--- src/rtl/inst_rom_loader_pkg.sv ---
// Shared types and constants for the boot-time instruction ROM loader.
package inst_rom_loader_pkg;

  typedef enum logic [2:0] {
    S_IDLE  = 3'd0,
    S_LOAD  = 3'd1,
    S_FLUSH = 3'd2,
    S_RUN   = 3'd3,
    S_ERR   = 3'd4
  } ldr_state_e;

  localparam int unsigned WORD_BYTES    = 4;
  localparam int unsigned INST_MEM_SIZE = 16;

endpackage

--- src/rtl/inst_rom_loader_if.sv ---
// Word stream in, ROM write/read-enable port out; slave is the loader side.
interface inst_rom_loader_if #(
  parameter int unsigned ADDR_W = 32
);
  logic              in_valid;
  logic [31:0]       in_data;
  logic              in_last;
  logic              in_ready;
  logic              rom_we;
  logic [ADDR_W-1:0] rom_waddr;
  logic [31:0]       rom_wdata;
  logic              rom_re;

  modport slave (
    input  in_valid, in_data, in_last,
    output in_ready, rom_we, rom_waddr, rom_wdata, rom_re
  );

  modport master (
    output in_valid, in_data, in_last,
    input  in_ready, rom_we, rom_waddr, rom_wdata, rom_re
  );
endinterface

--- src/rtl/inst_rom_loader.sv ---
// Streams a program into the instruction ROM while holding the core in reset,
// then enables instruction fetch and releases the core.
module inst_rom_loader
  import inst_rom_loader_pkg::*;
#(
  parameter int unsigned       DEPTH     = INST_MEM_SIZE,
  parameter int unsigned       ADDR_W    = 32,
  parameter logic [ADDR_W-1:0] BASE_ADDR = '0
) (
  input  logic                       clk,
  input  logic                       rst,
  input  logic                       start_i,
  inst_rom_loader_if.slave           bus,
  output logic                       cpu_rst_o,
  output logic                       busy_o,
  output logic                       done_o,
  output logic                       overflow_o,
  output logic [$clog2(DEPTH+1)-1:0] word_count_o
);

  localparam int unsigned CNT_W = $clog2(DEPTH + 1);
  localparam logic [CNT_W-1:0] DEPTH_C = CNT_W'(DEPTH);

  ldr_state_e        state_q, state_d;
  logic [CNT_W-1:0]  cnt_q, cnt_d;
  logic [ADDR_W-1:0] waddr_q, waddr_d;
  logic [31:0]       wdata_q, wdata_d;
  logic              we_q, we_d;
  logic              ovf_q, ovf_d;
  logic              ready;
  logic              xfer;

  // Moore decodes; async reset to IDLE drops these without a clock edge.
  assign ready        = (state_q == S_LOAD) && (cnt_q < DEPTH_C);
  assign xfer         = bus.in_valid && ready;
  assign bus.in_ready = ready;
  assign bus.rom_we   = we_q;
  assign bus.rom_waddr = waddr_q;
  assign bus.rom_wdata = wdata_q;
  assign bus.rom_re   = (state_q == S_RUN);
  assign done_o       = (state_q == S_RUN);
  assign cpu_rst_o    = (state_q != S_RUN);
  assign busy_o       = (state_q == S_LOAD) || (state_q == S_FLUSH);
  assign overflow_o   = ovf_q;
  assign word_count_o = cnt_q;

  always_ff @(posedge clk or posedge rst) begin
    if (rst) begin
      state_q <= S_IDLE;
      cnt_q   <= '0;
      waddr_q <= BASE_ADDR;
      wdata_q <= '0;
      we_q    <= 1'b0;
      ovf_q   <= 1'b0;
    end else begin
      state_q <= state_d;
      cnt_q   <= cnt_d;
      waddr_q <= waddr_d;
      wdata_q <= wdata_d;
      we_q    <= we_d;
      ovf_q   <= ovf_d;
    end
  end

  always_comb begin
    state_d = state_q;
    cnt_d   = cnt_q;
    waddr_d = waddr_q;
    wdata_d = wdata_q;
    we_d    = 1'b0;
    ovf_d   = ovf_q;
    unique case (state_q)
      S_IDLE: begin
        if (start_i) begin
          state_d = S_LOAD;
          cnt_d   = '0;
          waddr_d = BASE_ADDR;
        end
      end
      S_LOAD: begin
        if (xfer) begin
          we_d    = 1'b1;
          wdata_d = bus.in_data;
          waddr_d = BASE_ADDR + ADDR_W'(cnt_q) * ADDR_W'(WORD_BYTES);
          cnt_d   = cnt_q + 1'b1;
          if (bus.in_last) state_d = S_FLUSH;
        end else if (cnt_q == DEPTH_C && bus.in_valid) begin
          // Source still has words after the ROM is full: program too long.
          state_d = S_ERR;
          ovf_d   = 1'b1;
        end
      end
      S_FLUSH: state_d = S_RUN;
      S_RUN, S_ERR: begin
        if (start_i) begin
          state_d = S_LOAD;
          cnt_d   = '0;
          waddr_d = BASE_ADDR;
          ovf_d   = 1'b0;
        end
      end
      default: state_d = S_IDLE;
    endcase
  end

endmodule

--- src/flat_wrapper.sv ---
// flat-port wrapper written by rule: the top's interface ports become plain ports
module inst_rom_loader_flat import inst_rom_loader_pkg::*;
#(
  parameter int unsigned       DEPTH     = INST_MEM_SIZE,
  parameter int unsigned       ADDR_W    = 32,
  parameter logic [ADDR_W-1:0] BASE_ADDR = '0
)
  (clk, rst, start_i, cpu_rst_o, busy_o, done_o, overflow_o, word_count_o, bus_in_valid, bus_in_data, bus_in_last, bus_in_ready, bus_rom_we, bus_rom_waddr, bus_rom_wdata, bus_rom_re);
  inst_rom_loader_if #(.ADDR_W(ADDR_W)) bus_i ();
  input  logic clk;
  input  logic rst;
  input  logic start_i;
  output logic cpu_rst_o;
  output logic busy_o;
  output logic done_o;
  output logic overflow_o;
  output logic [$clog2(DEPTH+1)-1:0] word_count_o;
  input wire logic [$bits(bus_i.in_valid)-1:0] bus_in_valid;
  input wire logic [$bits(bus_i.in_data)-1:0] bus_in_data;
  input wire logic [$bits(bus_i.in_last)-1:0] bus_in_last;
  output wire logic [$bits(bus_i.in_ready)-1:0] bus_in_ready;
  output wire logic [$bits(bus_i.rom_we)-1:0] bus_rom_we;
  output wire logic [$bits(bus_i.rom_waddr)-1:0] bus_rom_waddr;
  output wire logic [$bits(bus_i.rom_wdata)-1:0] bus_rom_wdata;
  output wire logic [$bits(bus_i.rom_re)-1:0] bus_rom_re;
  assign bus_i.in_valid = bus_in_valid;
  assign bus_i.in_data = bus_in_data;
  assign bus_i.in_last = bus_in_last;
  assign bus_in_ready = bus_i.in_ready;
  assign bus_rom_we = bus_i.rom_we;
  assign bus_rom_waddr = bus_i.rom_waddr;
  assign bus_rom_wdata = bus_i.rom_wdata;
  assign bus_rom_re = bus_i.rom_re;
  inst_rom_loader #(.DEPTH(DEPTH), .ADDR_W(ADDR_W), .BASE_ADDR(BASE_ADDR)) u_core (.clk(clk), .rst(rst), .start_i(start_i), .bus(bus_i), .cpu_rst_o(cpu_rst_o), .busy_o(busy_o), .done_o(done_o), .overflow_o(overflow_o), .word_count_o(word_count_o));
endmodule
--- config.mk ---
export PLATFORM = sky130hd
export DESIGN_NAME = inst_rom_loader_flat
export DESIGN_NICKNAME = d
export VERILOG_FILES = /design/src/rtl/inst_rom_loader_pkg.sv /design/src/rtl/inst_rom_loader_if.sv /design/src/rtl/inst_rom_loader.sv /design/src/flat_wrapper.sv
export SDC_FILE = /design/constraint.sdc
export NUM_CORES = 1
export LEC_CHECK = 0
export ABC_AREA = 0
export ABC_CLOCK_PERIOD_IN_PS = 2200
export CORE_MARGIN = 1.5
export CORE_UTILIZATION = 40
export DETAILED_ROUTE_END_ITERATION = 8
export PLACE_DENSITY = 0.81
export RECOVER_POWER = 50
export SETUP_SLACK_MARGIN = 0.05
export SYNTH_ARGS = -nofsm -noshare
export SYNTH_HDL_FRONTEND = slang
export SYNTH_SLANG_ARGS = --single-unit
export TNS_END_PERCENT = 100
--- constraint.sdc ---
create_clock -name clk -period 2.2 [get_ports clk]
set_input_delay 0.44 -clock clk [delete_from_list [all_inputs] [get_ports clk]]
set_output_delay 0.44 -clock clk [all_outputs]
set_load 0.01 [all_outputs]
* Yosys cells after proc, flatten, opt, wreduce, memory -nomap -nowiden
Index checks and enable logic that the tools add are counted.
Word-level totals: register bits 74, latch bits 0, RAM bits 0, bits in read-only memories 0, input port bits 37, output and inout bits 76, word-level logic and storage cells 51, memories 0
Operators by class: add/sub/neg operators 1, multiply operators 0, divide/modulo/power cells 0, $lt $le $gt $ge 1, equality and inequality tests 13, shifts and indexed selects 0, multiplexer cells 17, bitwise logic cells 0, reduce and logical (&&, ||, !) cells 13
Operators with widths (number):
- 32-bit 2-to-1 mux | 2
- 32-bit one-hot mux with 2 select lines | 1
- 3-bit 2-to-1 mux | 4
- 5-bit 2-to-1 mux | 2
- 5-bit one-hot mux with 2 select lines | 1
- 3-bit one-hot mux with 3 select lines | 1
- 3-bit by 2-bit equality test with 1-bit output (second input constant) | 2
- 2-bit inequality test (second input constant) | 3
- 3-bit by 2-bit inequality test with 1-bit output (second input constant) | 2
- 3-bit AND reduction | 2
- 5-bit by 1-bit adder with 5-bit output (second input constant) | 1
- 5-bit equality test (second input constant) | 1
- 5-bit < comparator (second input constant) | 1
- 1-bit 2-to-1 mux | 5
- 2-bit by 1-bit inequality test with 1-bit output (second input constant) | 2
- 4-bit AND reduction | 1
- 2-bit nonzero test | 2
- 3-bit by 1-bit equality test with 1-bit output (second input constant) | 1
- 3-bit equality test (second input constant) | 1
- 1-bit logical AND | 3
- 3-bit logical NOT | 1
- 3-bit inequality test (second input constant) | 1
- 3-bit OR reduction | 1
- 1-bit one-hot mux with 2 select lines | 1
- other kinds (3) | 3

* Longest topological paths before layout
depth in word-level cells 5, mapped depth 8, gate-level depth less buffers 6

* Worst setup path after synthesis
No wires, ideal clock.
kind reg-to-reg, start register u_core.cnt_q[4] (netlist: u_core.word_count_o[4]), end register u_core.state_q[0], library setup time 0.128 ns, data arrival time 1.587 ns, data required time 2.072 ns, path slack 0.486 ns, cell stages (with the launch flop) 5, buffers on the path 0, clock period less this slack 1.714 ns, path through dfrtp_1 nor4b_2 nand2_1 o221ai_2 mux2_1
On the way: longest elaborated chain between the ends 5, elaborated cells between the ends (all ways) 10, those cells by class order compare (1); eq/ne (3); mux (2); reduce/logical (4)
Ends and longest elaborated chain:
- from (decl) | RTL line inst_rom_loader.sv:25 | logic [CNT_W-1:0] cnt_q, cnt_d;
- from (signal assigned) | RTL line inst_rom_loader.sv:57 | cnt_q <= cnt_d;
- 5-bit < comparator (*) | RTL line inst_rom_loader.sv:34 | assign ready = (state_q == S_LOAD) && (cnt_q < DEPTH_C);
- 1-bit logical AND (*) | RTL line inst_rom_loader.sv:34
- via bus_in_ready | RTL line flat_wrapper.sv:21 | output wire logic [$bits(bus_i.in_ready)-1:0] bus_in_ready;
- 1-bit logical AND (*) | RTL line inst_rom_loader.sv:35 | assign xfer = bus.in_valid && ready;
- 3-bit by 2-bit inequality test with 1-bit output (no source line) (tied with other cells)
- 3-bit AND reduction (no source line) or 3-bit one-hot mux with 3 select lines (tied branches)
- to (signal assigned) | RTL line inst_rom_loader.sv:56 | state_q <= state_d;
- to (decl) | RTL line inst_rom_loader.sv:24 | ldr_state_e state_q, state_d;
The timed path passes the listed nets; every way through them passes the cells marked *. A chain may end at the register's enable or synchronous reset.

* Worst setup path in the final report
start register u_core.state_q[0], end output cpu_rst_o
On the way: longest elaborated chain between the ends 1
Ends and longest elaborated chain:
- 3-bit by 2-bit inequality test with 1-bit output | RTL line inst_rom_loader.sv:42 | assign cpu_rst_o = (state_q != S_RUN);
- to (decl) | RTL line flat_wrapper.sv:13 | output logic cpu_rst_o;
Every way passes these cells.

==> results_dict.tcl <==
set metrics [dict create \
    layoutNonFillerInstCount 397 \
    first_pass_iters 4 \
    antenna_found_initial 0 \
    synth.avg_cell_area_um2 9.15 \
    cts_buffer_depth 2 \
    path_cells "and2b_2 -> nand2_2 -> clkdlybuf4s50_1" \
    setup_tns_ps 0 \
    slowest_delay_ps 530 \
    n_antenna_cell 0 \
    cp.required_ps 1760 \
    cts-root-buf "clkbuf_8" \
    status "complete, no violations" \
    p_seq_frac 0.387 \
    synth-edff-count 0 \
    grt_pass1_wl_um 7760 \
    async_flop_share 1.00 \
    drc 0 \
    switching_share 0.363 \
    dp_hpwl_um 3540 \
    ir_drop_mv 0.557 \
    grt_usage 0.162 \
    p_total_uw 3710 \
    drive_above_1_share 0.0612 \
    mostFrequentLayoutCell "nand2_1" \
    dp_cells 387 \
    gp_congestion 0.838 \
    p_sw_uw 1350 \
    slowest_stage "clkdlybuf4s50_1" \
    grt.overflow.total 0 \
    setup_violations 0 \
    via_per_inst 4.48 \
    crit_fanout 8 \
    yosys.cell_types.count 35 \
    final_core_util 0.595 \
    slew_headroom 0.434 \
    rows 26 \
    grt_max_degree 36 \
    ys_warn_count 0 \
    clockPowerShare 0.131 \
    fin_hold_ws_ps 469 \
    p_leak_uw 0.00154 \
    start_kind "register" \
    fin_worst_skew_ps 8.39 \
    ys.flop_type "dfrtp_1" \
    postRouteAntennaNets 0 \
    hold_violations 0 \
    routed_wirelength_um 4740 \
    clk_transition_reported_paths_ps 80 \
    coreArea_um2 5200 \
    worst_ep_arrival_time_ps 1620 \
    synth_area_um2 2200 \
    final_cell_mix "nand2_1 (100), clkdlybuf4s50_1 (62), dfrtp_1 (44), conb_1 (27), dlygate4sd3_1 (20)" \
    drt_iter0_drc 38 \
    port_buffers 85 \
    start_util 0.422 \
    cts_made_buffers 5 \
    wl_per_cell_um 11.9 \
    num_vias 1778 \
    dieArea_um2 5940 \
    fillers 474 \
    die_w_um 77.1 \
    htree_levels 2 \
    fin_crit_sh 0.934 \
    drv_slew 0 \
    ios 113 \
    area_delta_synth_final_pct 41.1 \
    cts_tree "done" \
    nNetsFinal 365 \
    cts_sinks 47 \
    die_h_um 77.1 \
    cp-end-kind "output port" \
    fmax_mhz 487 \
    intPower_uw 2360 \
    grt_pass1_vias 1679 \
    seq_area_frac_synth 0.536 \
    p_per_area_nw_per_um2 1200 \
    worstMarginPinSlew_ps 849 \
    max_cap_viol_count 0 \
    syn-instance-count 240 \
    clock_latency_ps 290 \
    min_path_type "reg -> reg" \
    post-route-min-period_ps 2060 \
    worstSetupPathType "reg -> out" \
    rsz0062_at_grt "no" \
    ys_seq_elements 47 \
    combPwrFrac 0.483 \
]
[cells by family (layout without fill, tap and decap cells)]
group	count (synthesis)	count (layout)	share of synthesized area
fa+ha+maj	2	2	0.0114
flops	47	47	0.536
xor+xnor	2	2	0.00798
buf+inv	45	106	0.134
simple gates	122	122	0.235
compound gates	20	20	0.0695
mux	1	1	0.00513
other cells	1	27	0.00171
[metal layers]
metal	up-vias	part of all wire	global-route usage
li1	878	-	-
met1	839	0.44	0.207
met2	59	0.50	0.270
met3	2	0.053	0.0476
met4	0	0.0021	0.0382
met5	-	0	0
[state kept, by name, indices dropped and copies added (netlist names)]
signal	cells
u_core.word_count_o	5
u_core.bus.rom_waddr	5
u_core.bus.rom_wdata	32
u_core.bus.rom_we	1
u_core.state_q	3
u_core.overflow_o	1
[cell type report]
type	count	area (µm²)	area share
well taps	70	87.6	0.0283
clock buffers	7	76.3	0.0246
clock inverters	1	5.00	0.00162
flip-flops and latches	47	1180	0.381
inverters	7	26.3	0.00848
repair buffers	91	902	0.291
multi-input cells	174	821	0.265
[worst paths after layout]
path	depth (start not counted)	slack (ps)	start	endpoint
max	3	140	u_core.state_q[0]	cpu_rst_o
min	2	470	u_core.bus.rom_wdata[13]	u_core.bus.rom_wdata[13]
max reg2reg	5	410	u_core.state_q[1]	u_core.state_q[0]
min reg2reg	2	470	u_core.bus.rom_wdata[13]	u_core.bus.rom_wdata[13]
max in group asynchronous	3	370	rst	u_core.state_q[1]
min in group asynchronous	2	600	rst	u_core.bus.rom_wdata[12]
[repair_timing]
item                                    CTS  global route
buffers inserted                          0             2
resized for setup                         6             2
endpoints found under the setup margin    3             3
hold buffers                              0             0
hold endpoints to repair                  0             0
pin swaps                                 0             0
cloned                                    0             0
[critical path: cells and delay by family, from the launching register on]
kind	cells	cell delay [ps]
flip-flops	1	460
buffers and inverters	1	530
AND/OR/NAND/NOR	2	330
[cells in the mapped netlist (2+ instances only)]
master   count  area, µm²
a22o_1       6       52.6
nand3_1      5       25.0
buf_4       31        233
inv_1        5       18.8
nand2_1    100        375
inv_2        2       7.51
o22ai_1      2       12.5
buf_2        7       35.0
ha_1         2       25.0
dfrtp_1     47       1180
nor2_1       3       11.3
and2b_1      2       15.0
xnor2_1      2       17.5
nor2b_1      2       12.5
a21oi_1      4       20.0
[stage by stage]
step                setup slack (ps)  instance area, µm²
finish                           145                3100
global route                    54.6                3100
CTS                             66.1                3100
detailed placement               111                3020
global placement                 127                3020
floorplan                        486                2290
[power groups by stage]
stage          logic [µW]  clock network, µW  registers, µW
6_report             1790                485           1430
5_1_grt              1970                542           1490
4_1_cts              1860                509           1450
3_5_place_dp         1860                  0           1460
3_3_place_gp         1820                  0           1440
2_1_floorplan         793                  0           1580
Power figures use the tool's default switching activity.
